### src/rtl/mem_stream_pkg.sv
// Shared types and constants for the memory stream reader.
package mem_stream_pkg;

  localparam int MEM_AW    = 20;
  localparam int DEFAULT_N = 24;

  typedef enum logic [1:0] {
    IDLE  = 2'd0,
    ISSUE = 2'd1,
    DRAIN = 2'd2
  } state_t;

endpackage

### src/rtl/mem_stream_reader_sync_fifo.sv
// Synchronous FIFO with occupancy count; simultaneous push and pop keeps the count.
module sync_fifo #(
  parameter int WIDTH = 25,
  parameter int DEPTH = 4
) (
  input  logic                     clk,
  input  logic                     rst,
  input  logic                     push,
  input  logic [WIDTH-1:0]         push_data,
  input  logic                     pop,
  output logic [WIDTH-1:0]         pop_data,
  output logic                     empty,
  output logic                     full,
  output logic [$clog2(DEPTH):0]   count
);

  localparam int PW = $clog2(DEPTH);

  logic [WIDTH-1:0] mem_r [DEPTH];
  logic [PW-1:0]    wr_ptr_r;
  logic [PW-1:0]    rd_ptr_r;
  logic [PW:0]      count_r;
  logic             do_push_s;
  logic             do_pop_s;

  // Qualify requests against the current occupancy.
  always_comb begin
    do_pop_s  = pop && (count_r != {(PW+1){1'b0}});
    do_push_s = push && ((count_r != (PW+1)'(DEPTH)) || do_pop_s);
  end

  // Storage, pointers and occupancy count.
  always_ff @(posedge clk) begin
    if (rst) begin
      wr_ptr_r <= {PW{1'b0}};
      rd_ptr_r <= {PW{1'b0}};
      count_r  <= {(PW+1){1'b0}};
    end else begin
      if (do_push_s) begin
        mem_r[wr_ptr_r] <= push_data;
        wr_ptr_r        <= wr_ptr_r + PW'(1);
      end
      if (do_pop_s) begin
        rd_ptr_r <= rd_ptr_r + PW'(1);
      end
      case ({do_push_s, do_pop_s})
        2'b10:   count_r <= count_r + (PW+1)'(1);
        2'b01:   count_r <= count_r - (PW+1)'(1);
        default: count_r <= count_r;
      endcase
    end
  end

  assign pop_data = mem_r[rd_ptr_r];
  assign empty    = (count_r == {(PW+1){1'b0}});
  assign full     = (count_r == (PW+1)'(DEPTH));
  assign count    = count_r;

endmodule

### src/rtl/mem_stream_reader.sv
// Burst reader: issues consecutive word reads for a (base, length) command and
// returns the data as a valid/ready stream with last-word marking.
module mem_stream_reader
  import mem_stream_pkg::*;
#(
  parameter int N          = DEFAULT_N,
  parameter int AW         = MEM_AW,
  parameter int LEN_W      = 20,
  parameter int FIFO_DEPTH = 4
) (
  input  logic             clk,
  input  logic             rst,
  input  logic             start,
  input  logic [AW-1:0]    base_addr,
  input  logic [LEN_W-1:0] length,
  output logic             busy,
  output logic             done,
  output logic [AW-1:0]    mem_address,
  output logic             mem_wren,
  output logic [N-1:0]     mem_data,
  input  logic [N-1:0]     mem_q,
  output logic [N-1:0]     out_data,
  output logic             out_valid,
  input  logic             out_ready,
  output logic             out_last
);

  localparam int CW = $clog2(FIFO_DEPTH) + 1;

  state_t           state_r;
  logic [AW-1:0]    cur_addr_r;
  logic [LEN_W-1:0] remaining_r;
  logic             busy_r;
  logic             done_r;
  logic [AW-1:0]    mem_address_r;
  logic             rd_issued_r;
  logic             rd_last_issued_r;
  logic             rd_valid_r;
  logic             rd_last_valid_r;
  logic             out_valid_r;
  logic             out_last_r;
  logic [N-1:0]     out_data_r;

  logic             fifo_push_s;
  logic             fifo_pop_s;
  logic             fifo_empty_s;
  logic             fifo_full_s;
  logic [CW-1:0]    fifo_count_s;
  logic [N:0]       fifo_push_data_s;
  logic [N:0]       fifo_pop_data_s;

  logic [CW:0]      occupancy_s;
  logic             credit_s;
  logic             issue_s;
  logic             out_load_s;
  logic             drain_done_s;

  // Credit, issue and output-stage handshake decisions.
  always_comb begin
    occupancy_s = (CW+1)'(fifo_count_s) + (CW+1)'(rd_issued_r) + (CW+1)'(rd_valid_r);
    credit_s    = !fifo_full_s && (occupancy_s < (CW+1)'(FIFO_DEPTH));
    case (state_r)
      ISSUE:   issue_s = credit_s;
      default: issue_s = 1'b0;
    endcase
    out_load_s       = !out_valid_r || out_ready;
    fifo_pop_s       = out_load_s && !fifo_empty_s;
    fifo_push_s      = rd_valid_r;
    fifo_push_data_s = {rd_last_valid_r, mem_q};
    // The last beat may be transferring in this very cycle.
    drain_done_s     = (state_r == DRAIN) && !rd_issued_r && !rd_valid_r &&
                       fifo_empty_s && (!out_valid_r || out_ready);
  end

  // Command FSM, read pipeline flags and registered stream output.
  always_ff @(posedge clk) begin
    if (rst) begin
      state_r          <= IDLE;
      cur_addr_r       <= {AW{1'b0}};
      remaining_r      <= {LEN_W{1'b0}};
      busy_r           <= 1'b0;
      done_r           <= 1'b0;
      mem_address_r    <= {AW{1'b0}};
      rd_issued_r      <= 1'b0;
      rd_last_issued_r <= 1'b0;
      rd_valid_r       <= 1'b0;
      rd_last_valid_r  <= 1'b0;
      out_valid_r      <= 1'b0;
      out_last_r       <= 1'b0;
      out_data_r       <= {N{1'b0}};
    end else begin
      done_r           <= 1'b0;
      rd_issued_r      <= 1'b0;
      rd_last_issued_r <= 1'b0;
      rd_valid_r       <= rd_issued_r;
      rd_last_valid_r  <= rd_last_issued_r;

      if (out_load_s) begin
        if (!fifo_empty_s) begin
          out_valid_r <= 1'b1;
          out_data_r  <= fifo_pop_data_s[N-1:0];
          out_last_r  <= fifo_pop_data_s[N];
        end else begin
          out_valid_r <= 1'b0;
          out_last_r  <= 1'b0;
        end
      end

      case (state_r)
        IDLE: begin
          if (start) begin
            if (length != {LEN_W{1'b0}}) begin
              // The first read issues on the accepting edge to meet start-to-data latency.
              mem_address_r    <= base_addr;
              rd_issued_r      <= 1'b1;
              rd_last_issued_r <= (length == LEN_W'(1));
              cur_addr_r       <= base_addr + AW'(1);
              remaining_r      <= length - LEN_W'(1);
              busy_r           <= 1'b1;
              state_r          <= (length == LEN_W'(1)) ? DRAIN : ISSUE;
            end else begin
              done_r <= 1'b1;
            end
          end
        end
        ISSUE: begin
          if (issue_s) begin
            mem_address_r    <= cur_addr_r;
            rd_issued_r      <= 1'b1;
            rd_last_issued_r <= (remaining_r == LEN_W'(1));
            cur_addr_r       <= cur_addr_r + AW'(1);
            remaining_r      <= remaining_r - LEN_W'(1);
            if (remaining_r == LEN_W'(1)) begin
              state_r <= DRAIN;
            end
          end
        end
        DRAIN: begin
          if (drain_done_s) begin
            busy_r  <= 1'b0;
            done_r  <= 1'b1;
            state_r <= IDLE;
          end
        end
        default: begin
          busy_r  <= 1'b0;
          state_r <= IDLE;
        end
      endcase
    end
  end

  sync_fifo #(
    .WIDTH (N + 1),
    .DEPTH (FIFO_DEPTH)
  ) u_fifo (
    .clk       (clk),
    .rst       (rst),
    .push      (fifo_push_s),
    .push_data (fifo_push_data_s),
    .pop       (fifo_pop_s),
    .pop_data  (fifo_pop_data_s),
    .empty     (fifo_empty_s),
    .full      (fifo_full_s),
    .count     (fifo_count_s)
  );

  assign busy        = busy_r;
  assign done        = done_r;
  assign mem_address = mem_address_r;
  assign mem_wren    = 1'b0;
  assign mem_data    = {N{1'b0}};
  assign out_data    = out_data_r;
  assign out_valid   = out_valid_r;
  assign out_last    = out_last_r;

endmodule

### config.mk
export PLATFORM = sky130hd
export DESIGN_NAME = mem_stream_reader
export DESIGN_NICKNAME = d
export VERILOG_FILES = /design/src/rtl/mem_stream_pkg.sv /design/src/rtl/mem_stream_reader_sync_fifo.sv /design/src/rtl/mem_stream_reader.sv
export SDC_FILE = /design/constraint.sdc
export NUM_CORES = 1
export LEC_CHECK = 0
export ABC_AREA = 1
export BUFFER_PORTS_ARGS = -buffer_cell sky130_fd_sc_hd__clkbuf_2
export CAP_MARGIN = 40
export CORE_ASPECT_RATIO = 0.5
export CORE_MARGIN = 4
export CORE_UTILIZATION = 45
export DETAILED_ROUTE_END_ITERATION = 8
export PLACE_DENSITY = 0.75
export SYNTH_ARGS = -nofsm -noshare
export SYNTH_HDL_FRONTEND = slang
export SYNTH_SLANG_ARGS = --single-unit
### constraint.sdc
create_clock -name clk -period 5.3 [get_ports clk]
set_input_delay 0.265 -clock clk [delete_from_list [all_inputs] [get_ports clk]]
set_output_delay 0.265 -clock clk [all_outputs]
set_load 0.01 [all_outputs]
==> impl_metrics.yaml, run 1 <==
pwr:
  cellPowerDensity_nw_per_um2: 498
  total_power_mw: 5.72
  ir_worst_vdd_mv: 0.262
  leakage_nw: 4.96
sta:
  slew_violations: 0
  hold_viol: 0
  finClkSkew_ps: 5.56
  setup_tns_ps: 0
  worst_slew_pin_slew_ps: 886
  max_slew_margin_pct: 40.8
  grt_setup_unrepaired: "no"
  report.final.setup_viol: 0
  hold_slack_ps: 47.7
  clock.fmax_ghz: 0.334
  fin_crit_ps: 3000
  period_share_pct: 56.6
yosys:
  synth.yosys.seq_area_share_pct: 51.4
  syn_inst: 1212
  synth.area.top_cells: "edfxtp_1 (30%), dfxtp_1 (21%), nand2_1 (8.0%)"
  synth_top_cells_by_count: "nand2_1 (210), nor2_1 (207), o21ai_0 (142), inv_1 (111), dfxtp_1 (103)"
  synth_top_area_cell: "edfxtp_1"
  synthFlopType: "dfxtp_1"
  synth.top_cell.area_share_pct: 30.5
  syn_avg_cell_area_um2: 8.12
  synth.distinct_cells: 42
  synth-edff-count: 100
  syn-cell-area_um2: 9850
  ys_ff_latch: 203
  yosysMostFrequentCell: "nand2_1"
  yosysWarnings: 0
  async_reset_ff_share_pct: 0
grt:
  grt_max_degree: 77
  grt.total_usage_pct: 19.0
  grt_pass1_vias: 7951
  antenna_found_initial: 0
  grt_first_pass_wirelength_mm: 38.9
  grt-ovfl-total: 0
setup_path:
  rr_startpoint: "state_r[0]$_SDFFE_PP0P_"
  cpMostUsedCell: "o21ai_0"
  path_max_fanout: 37
  critPathBufInv: 2
  path_cells: "inv_2 -> nor2_4 -> nand3_1 -> o21ai_0 -> nand2_1 -> buf_4 -> o21ai_0 -> a21oi_1"
  crit_path_max_incr_delay_ps: 710
  regToRegSetupSlack_ps: 2300
  critPathSlowestCell: "nor2_4"
  path_depth: 8
  r2r_cells: 8
  cp-start-kind: "flop"
  path_delay_family: "simple AND/OR/NAND/NOR gates"
  cp.required_ps: 5660
  r2r_end: "remaining_r[4]$_SDFFE_PP0P_"
  cp.arrival_ps: 3350
  end_kind: "flop"
  worstSetupPathType: "flop to flop"
placed_design:
  routabilityCongestion: 0.857
  hpwlAfterDp_mm: 15.1
  port_buffers: 115
  dpl_cell_area_um2: 10600
run:
  maxCapViolCount: 0
cts:
  cts_buffer_depth: 3
  h-tree-depth: 1
  cts_buffers: 19
  clk_pin_slew_worst_paths_ps: 60
  cts_root_buffer: "clkbuf_16"
  ctsResizeCount: 0
  cts_setup_buffers: 0
  cts_tree: "built"
  clock_sinks: 203
  worstSkewPairLatency_ps: 500
finish:
  regArea_um2: 5070
  drive_gt1_share_pct: 15.3
  multi_input_area_um2: 4000
  fin_area_um2: 11500
  syn_to_final_growth_pct: 16.7
  n_antenna_cell: 0
  final_nets: 1409
  post-route-util_pct: 54.7
  fillers: 1870
detailed_routing:
  drt_iter0_markers: 643
  wl_per_cell_um: 14.3
  routed_wl_mm: 23.4
  dr.pass1.iters: 5
  vias: 8337
  drc: 0
  antenna_left: 0
  via_per_inst: 5.10
die:
  die_height_um: 113
  die-area_um2: 24500
  core_area_um2: 21000
  die_x_um: 217
  num_rows: 37
  pin_count: 141
  start_util_pct: 46.9
min_path:
  hp-start: "start"
  hold_path.class: "primary input to flop"
  hold_end: "done$_SDFF_PP0_"
  hold_depth: 3
status:
  status: "finished, final reports clean"
repair_timing:
item	4_1_cts	5_1_grt
hold endpoints to repair	96	0
setup endpoints to repair	0	0
hold buffers	24	0
report_power, final:
part	internal [mW]	leakage (nW)	switching (mW)	total, mW
Sequential	1.95	1.76	0.216	2.17
Combinational	0.714	2.88	1.38	2.09
Clock	0.865	0.328	0.600	1.47
through the flow:
stage               setup WS, ps  cells
finish                      2300   1634
global route                1850   1634
CTS                         2340   1634
detailed placement          2350   1576
global placement            2130   1573
floorplan                   2840   1236
placed cells by master (no fill, tap or decap), drive strengths merged, types with 2 or more instances in the layout:
cell type and n:
nand2 223, nor2 218, o21ai 149, clkbuf 140, inv 115, dfxtp 103
edfxtp 100, nand3 78, a21oi 59, a31oi 25, conb 25, dlygate4sd3 24
xor2 16, buf 13, ha 11, nor3 7, nand4 5, or2 5
clkinv 5, nand3b 3, o211ai 3, bufinv 3, and2 2, a211oi 2
worst max-delay path by stage:
stage,slack [ps],startpoint,endpoint
final,2300,state_r[0]$_SDFFE_PP0P_,remaining_r[4]$_SDFFE_PP0P_
after CTS,2340,state_r[0]$_SDFFE_PP0P_,remaining_r[4]$_SDFFE_PP0P_
after global placement,2130,state_r[0]$_SDFFE_PP0P_,cur_addr_r[12]$_SDFFE_PP0P_
after floorplan,2840,out_valid$_SDFFE_PP0N_,u_fifo.mem_r[0][0]$_DFFE_PP_
after detailed placement,2350,state_r[0]$_SDFFE_PP0P_,remaining_r[4]$_SDFFE_PP0P_
after global routing,1850,state_r[0]$_SDFFE_PP0P_,remaining_r[4]$_SDFFE_PP0P_
state kept, by name (all words and copies together) (netlist names), named ones only:
signal and count:
out_last 1, rd_last_issued_r 1, rd_issued_r 1, rd_last_valid_r 1, done 1, mem_address 20, out_valid 1, busy 1
fifo_push_s 1, cur_addr_r 20, out_data 24, state_r 2, u_fifo.count 3, u_fifo.rd_ptr_r 2, remaining_r 20, u_fifo.mem_r 100
u_fifo.wr_ptr_r 2
cell families after synthesis:
group           Yosys count  synth area share [%]
mux                       1                 0.102
compound gates          242                  13.0
flops                   203                  51.4
xor+xnor                 17                  1.51
fa+ha+maj                12                  1.60
simple gates            541                  23.3
buf+inv                 195                  8.95
other cells               1                0.0381
layout make-up:
| cell class | count | area share [%] |
|---|---|---|
| repair buffers | 152 | 8.40 |
| clock buffers | 25 | 4.68 |
| multi-input cells | 838 | 34.8 |
| clock inverters | 9 | 1.10 |
| flip-flops and latches | 203 | 44.1 |
| inverters | 115 | 3.76 |
| well taps | 292 | 3.18 |
per-layer routing:
metal  GRT usage, %  wire length (um)  up-vias
li1               -                 -     4186
met1           24.6             10300     3877
met2           32.4             11200      237
met3           4.00              1470       37
met4           5.46               442        0
met5              0                 0        -
worst min-delay path, stage by stage:
cell      delay (ps)
clkbuf_2         120
nand2_1           70
a21oi_1           50
Power figures use the tool's default switching activity.
==> run 2, diff against run 1 <==
clock period = 3.1 ns   (was 5.3 ns; I/O delays follow)
==> impl_metrics.yaml, run 2 (synthesis results as in run 1) <==
sta:
  clock.fmax_ghz: 0.396
  worst_slew_pin_slew_ps: 748
  max_slew_margin_pct: 50.1
  slew_violations: 0
  finClkSkew_ps: 10.8
  period_share_pct: 81.4
  fin_ws_ps: 578
  grt_setup_unrepaired: "no"
  setup_tns_ps: 0
  fin_crit_ps: 2520
  report.final.setup_viol: 0
  hold_viol: 0
setup_path:
  end_kind: "flop"
  cp-start-kind: "flop"
  path_cells: "nand2_4 -> nand2_1 -> o21ai_2 -> inv_1 -> ha_1 -> nand3_1 -> nor2_2 -> nand3_2 -> nor2_1 -> nand2_1 -> nand3_1 -> nand2_1 -> inv_1"
  critPathSlowestCell: "dfxtp_1"
  cp.required_ps: 3540
  crit_path_max_incr_delay_ps: 670
  r2r_end: "cur_addr_r[18]$_SDFFE_PP0P_"
  cpMostUsedCell: "nand2_1"
  cp-startpoint: "state_r[0]$_SDFFE_PP0P_"
  worstSetupEndpoint: "cur_addr_r[18]$_SDFFE_PP0P_"
  path_max_fanout: 31
  worstSetupPathType: "flop to flop"
  rr_startpoint: "state_r[0]$_SDFFE_PP0P_"
  r2r_cells: 13
  regToRegSetupSlack_ps: 580
  cp.arrival_ps: 2960
die:
  die-area_um2: 24500
  start_util_pct: 46.9
  die_x_um: 217
  core_area_um2: 21000
  die_height_um: 113
  num_rows: 37
  pin_count: 141
grt:
  grt.total_usage_pct: 18.7
  antenna_found_initial: 0
  grt_first_pass_wirelength_mm: 38.4
  grt_max_degree: 76
  grt_pass1_vias: 8036
  grt-ovfl-total: 0
cts:
  cts_root_buffer: "clkbuf_16"
  cts_buffer_depth: 3
  clk_pin_slew_worst_paths_ps: 60
  clock_sinks: 203
  cts_buffers: 19
  h-tree-depth: 1
  worstSkewPairLatency_ps: 500
  cts_tree: "built"
  ctsResizeCount: 0
finish:
  top_register: "u_fifo.mem_r"
  largest_reg_flops: 100
  fin_area_um2: 11500
  n_antenna_cell: 0
  drive_gt1_share_pct: 15.1
  fillers: 1901
  layout_commonest_cell: "nand2_1"
  syn_to_final_growth_pct: 16.8
  final_nets: 1416
  multi_input_area_um2: 4000
  final_cell_mix: "nand2_1 (210), nor2_1 (203), o21ai_0 (142)"
  regArea_um2: 5070
placed_design:
  place_ws_ps: 647
  routabilityCongestion: 0.887
  hpwlAfterDp_mm: 15.2
  dpl_cell_area_um2: 10600
  port_buffers: 115
detailed_routing:
  via_per_inst: 5.03
  routed_wl_mm: 23.1
  dr.pass1.iters: 8
  drc: 0
  drt_iter0_markers: 660
  vias: 8252
  wl_per_cell_um: 14.1
  antenna_left: 0
pwr:
  cellPowerDensity_nw_per_um2: 846
  ir_worst_vdd_mv: 0.435
  leakage_nw: 4.96
min_path:
  hold_depth: 5
  hold_path.class: "primary input to flop"
status:
  status: "finished, final reports clean"
run:
  maxCapViolCount: 0
[run 2: worst max-delay path: cells and delay by family, from the launching register on]
family          cells  cell delay [ps]
compound gates      1              130
fa+ha+maj           1              230
buf+inv             2              170
flops               1              670
simple gates        9             1250
[run 2: how the worst min path moves through the flow]
stage / endpoint / start / slack (ps)
finish: mem_address[6]$_SDFFE_PP0P_ / base_addr[6] / 40
global route: mem_address[9]$_SDFFE_PP0P_ / base_addr[9] / 50
floorplan: u_fifo.mem_r[0][0]$_DFFE_PP_ / mem_q[0] / 250
global placement: u_fifo.mem_r[0][12]$_DFFE_PP_ / mem_q[12] / 370
detailed placement: u_fifo.mem_r[1][21]$_DFFE_PP_ / mem_q[21] / 370
CTS: mem_address[6]$_SDFFE_PP0P_ / base_addr[6] / 20
[run 2: timing repair]
item,4_1_cts,5_1_grt
hold buffers,25,0
endpoints found under the hold margin,97,0
setup buffers,0,0
[run 2: report_power, final]
group	internal (mW)	leakage [nW]	switching (mW)
Combinational	1.25	2.90	2.39
Sequential	3.33	1.76	0.335
Clock	1.44	0.305	0.978
Total	6.02	4.96	3.70
[run 2: layer usage]
metal  up-vias  GRT usage [%]  part of all wire (%)
met2       211           32.8                    48
met3        35           3.71                   5.6
met5         -              0                     0
met4         0           4.70                   1.8
met1      3829           24.0                    44
li1       4177              -                     -
[run 2: through the flow]
stage,power (mW),utilization [%],std cells,hold slack [ps]
after floorplan,6.27,-,1236,254
after global placement,7.14,50.4,1581,368
after detailed placement,7.25,50.4,1581,373
after CTS,9.70,54.6,1639,25.0
after global routing,10.5,54.7,1640,46.8
final,9.73,54.7,1640,39.4
[run 2: final cells by class]
type | instances | area share, %
Clock buffer | 28 | 4.60
Clock inverter | 5 | 0.892
Inverter | 115 | 3.75
Multi-Input combinational cell | 838 | 34.8
Sequential cell | 203 | 44.1
Tap cell | 292 | 3.18
Timing Repair Buffer | 159 | 8.71
==> run 3, diff against run 2 <==
ABC_AREA = 0   (was 1)
clock period = 2.5 ns   (was 3.1 ns; I/O delays follow)
==> impl_metrics.yaml, run 3 <==
cts:
  cts_buffers: 19
  worstSkewPairLatency_ps: 490
  cts_root_buffer: "clkbuf_16"
  h-tree-depth: 1
  clock_sinks: 203
  clk_pin_slew_worst_paths_ps: 70
  cts_tree: "built"
  cts_buffer_depth: 3
setup_path:
  rr_startpoint: "fifo_push_s$_SDFF_PP0_"
  worstSetupEndpoint: "remaining_r[9]$_SDFFE_PP0P_"
  path_cells: "ha_1 -> a21o_1 -> a2111oi_4 -> o31a_2 -> buf_4 -> o21ai_0 -> a22oi_1 -> nor2_1"
  critPathSlowestCell: "dfxtp_1"
  r2r_end: "remaining_r[9]$_SDFFE_PP0P_"
  cp-startpoint: "fifo_push_s$_SDFF_PP0_"
  cp.required_ps: 2860
  path_max_fanout: 16
  worstSetupPathType: "flop to flop"
  r2r_cells: 8
  cp.arrival_ps: 2710
  crit_path_max_incr_delay_ps: 400
  end_kind: "flop"
  regToRegSetupSlack_ps: 150
  cp-start-kind: "flop"
finish:
  drive_gt1_share_pct: 22.1
  layout_commonest_cell: "clkbuf_2"
  final_nets: 1095
  fin_area_um2: 11300
  syn_to_final_growth_pct: 20.1
  fillers: 1741
  largest_reg_flops: 100
  top_register: "u_fifo.mem_r"
  stdcell_count: 1300
  regArea_um2: 5070
  post-route-util_pct: 55.0
  n_antenna_cell: 0
  multi_input_area_um2: 4020
  final_cell_mix: "clkbuf_2 (114), nand2_1 (112), dfxtp_1 (101)"
yosys:
  synth.distinct_cells: 70
  syn_avg_cell_area_um2: 10.8
  synth_top_cells_by_count: "nand2_1 (113), dfxtp_1 (103), edfxtp_1 (100), a21oi_1 (64), nor2_1 (63)"
  syn_inst: 868
  synthFlopType: "dfxtp_1"
  synth.top_cell.area_share_pct: 31.9
  async_reset_ff_share_pct: 0
  yosysWarnings: 0
  synth_top_area_cell: "edfxtp_1"
  yosysMostFrequentCell: "nand2_1"
  synth-edff-count: 100
  synth.area.top_cells: "edfxtp_1 (32%), dfxtp_1 (22%), mux4_2 (6.0%)"
  synth.yosys.seq_area_share_pct: 53.8
  syn-cell-area_um2: 9420
  ys_ff_latch: 203
min_path:
  hold_path.class: "primary input to flop"
die:
  die-area_um2: 23400
  pin_count: 141
  core_area_um2: 20600
  start_util_pct: 45.8
  die_height_um: 110
  die_x_um: 213
  num_rows: 37
grt:
  antenna_found_initial: 0
  grt_pass1_vias: 6965
  grt-ovfl-total: 0
  grt.total_usage_pct: 18.8
  grt_first_pass_wirelength_mm: 35.7
  grt_max_degree: 41
sta:
  worst_slew_pin_slew_ps: 602
  fin_crit_ps: 2350
  hold_slack_ps: 23.9
  setup_tns_ps: 0
  clock.fmax_ghz: 0.425
  report.final.setup_viol: 0
  finClkSkew_ps: 10.1
  grt_setup_unrepaired: "no"
  period_share_pct: 94.0
  hold_viol: 0
  fin_ws_ps: 149
  slew_violations: 0
  max_slew_margin_pct: 59.5
pwr:
  cellPowerDensity_nw_per_um2: 832
  ir_worst_vdd_mv: 0.704
  leakage_nw: 4.25
  total_power_mw: 9.41
detailed_routing:
  drt_iter0_markers: 457
  drc: 0
  wl_per_cell_um: 17.4
  dr.pass1.iters: 5
  vias: 7240
  via_per_inst: 5.57
  routed_wl_mm: 22.7
  antenna_left: 0
placed_design:
  hpwlAfterDp_mm: 15.1
  port_buffers: 115
  dpl_cell_area_um2: 10300
  dp_cells: 1232
  routabilityCongestion: 0.904
  place_ws_ps: 84.6
run:
  maxCapViolCount: 0
status:
  status: "finished, final reports clean"
-- run 3: changes by cell type in the layout (fill, tap and decap cells not counted), sizes merged, moves of 13 or more --
cell | previous run | this run
xnor2 | 1 | 14
nand2 | 223 | 113
mux2i | 1 | 20
a31oi | 25 | 7
nor2 | 218 | 64
mux4 | 0 | 25
o21ai | 149 | 32
inv | 115 | 14
nor3 | 7 | 22
a211oi | 2 | 22
nand2b | 0 | 14
nand3 | 78 | 17
-- run 3: power by group --
| part | total [mW] | switching, mW | internal [mW] | leakage, nW |
|---|---|---|---|---|
| Combinational | 2.43 | 1.40 | 1.03 | 2.20 |
| Clock | 2.87 | 1.26 | 1.61 | 0.298 |
| Sequential | 4.11 | 0.271 | 3.84 | 1.75 |
| Total | 9.41 | 2.94 | 6.47 | 4.25 |
-- run 3: how the worst min path moves through the flow --
stage	end	startpoint	cells after the start
final	cur_addr_r[0]$_SDFFE_PP0P_	base_addr[0]	4
after global routing	cur_addr_r[0]$_SDFFE_PP0P_	base_addr[0]	4
after CTS	cur_addr_r[0]$_SDFFE_PP0P_	base_addr[0]	4
after detailed placement	u_fifo.mem_r[1][17]$_DFFE_PP_	mem_q[17]	1
after global placement	u_fifo.mem_r[3][17]$_DFFE_PP_	mem_q[17]	1
after floorplan	u_fifo.mem_r[0][0]$_DFFE_PP_	mem_q[0]	0
-- run 3: kinds of logic after synthesis --
logic type | count (synthesis) | synth area share [%]
AND/OR/NAND/NOR | 294 | 15.2
flip-flops | 203 | 53.8
AO/OA/AOI/OAI | 192 | 13.0
buffers and inverters | 90 | 5.09
multiplexers | 50 | 8.74
XOR/XNOR | 26 | 2.42
adder cells (fa/ha/maj) | 12 | 1.67
other | 1 | 0.0398
-- run 3: routing by layer --
metal / part of all wire, % / vias to the layer above / global-route usage, %
li1: - / 3444 / -
met1: 43 / 3511 / 24.6
met2: 49 / 250 / 33.0
met3: 5.4 / 35 / 2.86
met4: 2.3 / 0 / 5.19
met5: 0 / - / 0
-- run 3: area by class of cell --
class / instances / share of cell area (%)
Sequential cell: 203 / 44.8
Multi-Input combinational cell: 599 / 35.6
Timing Repair Buffer: 179 / 10.8
Clock buffer: 25 / 4.67
Tap cell: 273 / 3.02
Clock inverter: 8 / 0.730
Inverter: 13 / 0.431
-- run 3: critical path: cells and delay by family (launching register included) --
kind | cells | cell delay, ps
buf+inv | 1 | 240
compound gates | 5 | 1260
simple gates | 1 | 60
flops | 1 | 400
fa+ha+maj | 1 | 260
-- run 3: what timing repair did --
action,CTS,global route
hold buffers,34,0
endpoints found under the hold margin,107,0
setup buffers,0,1
setup endpoints to repair,0,12
gates resized for setup,0,8
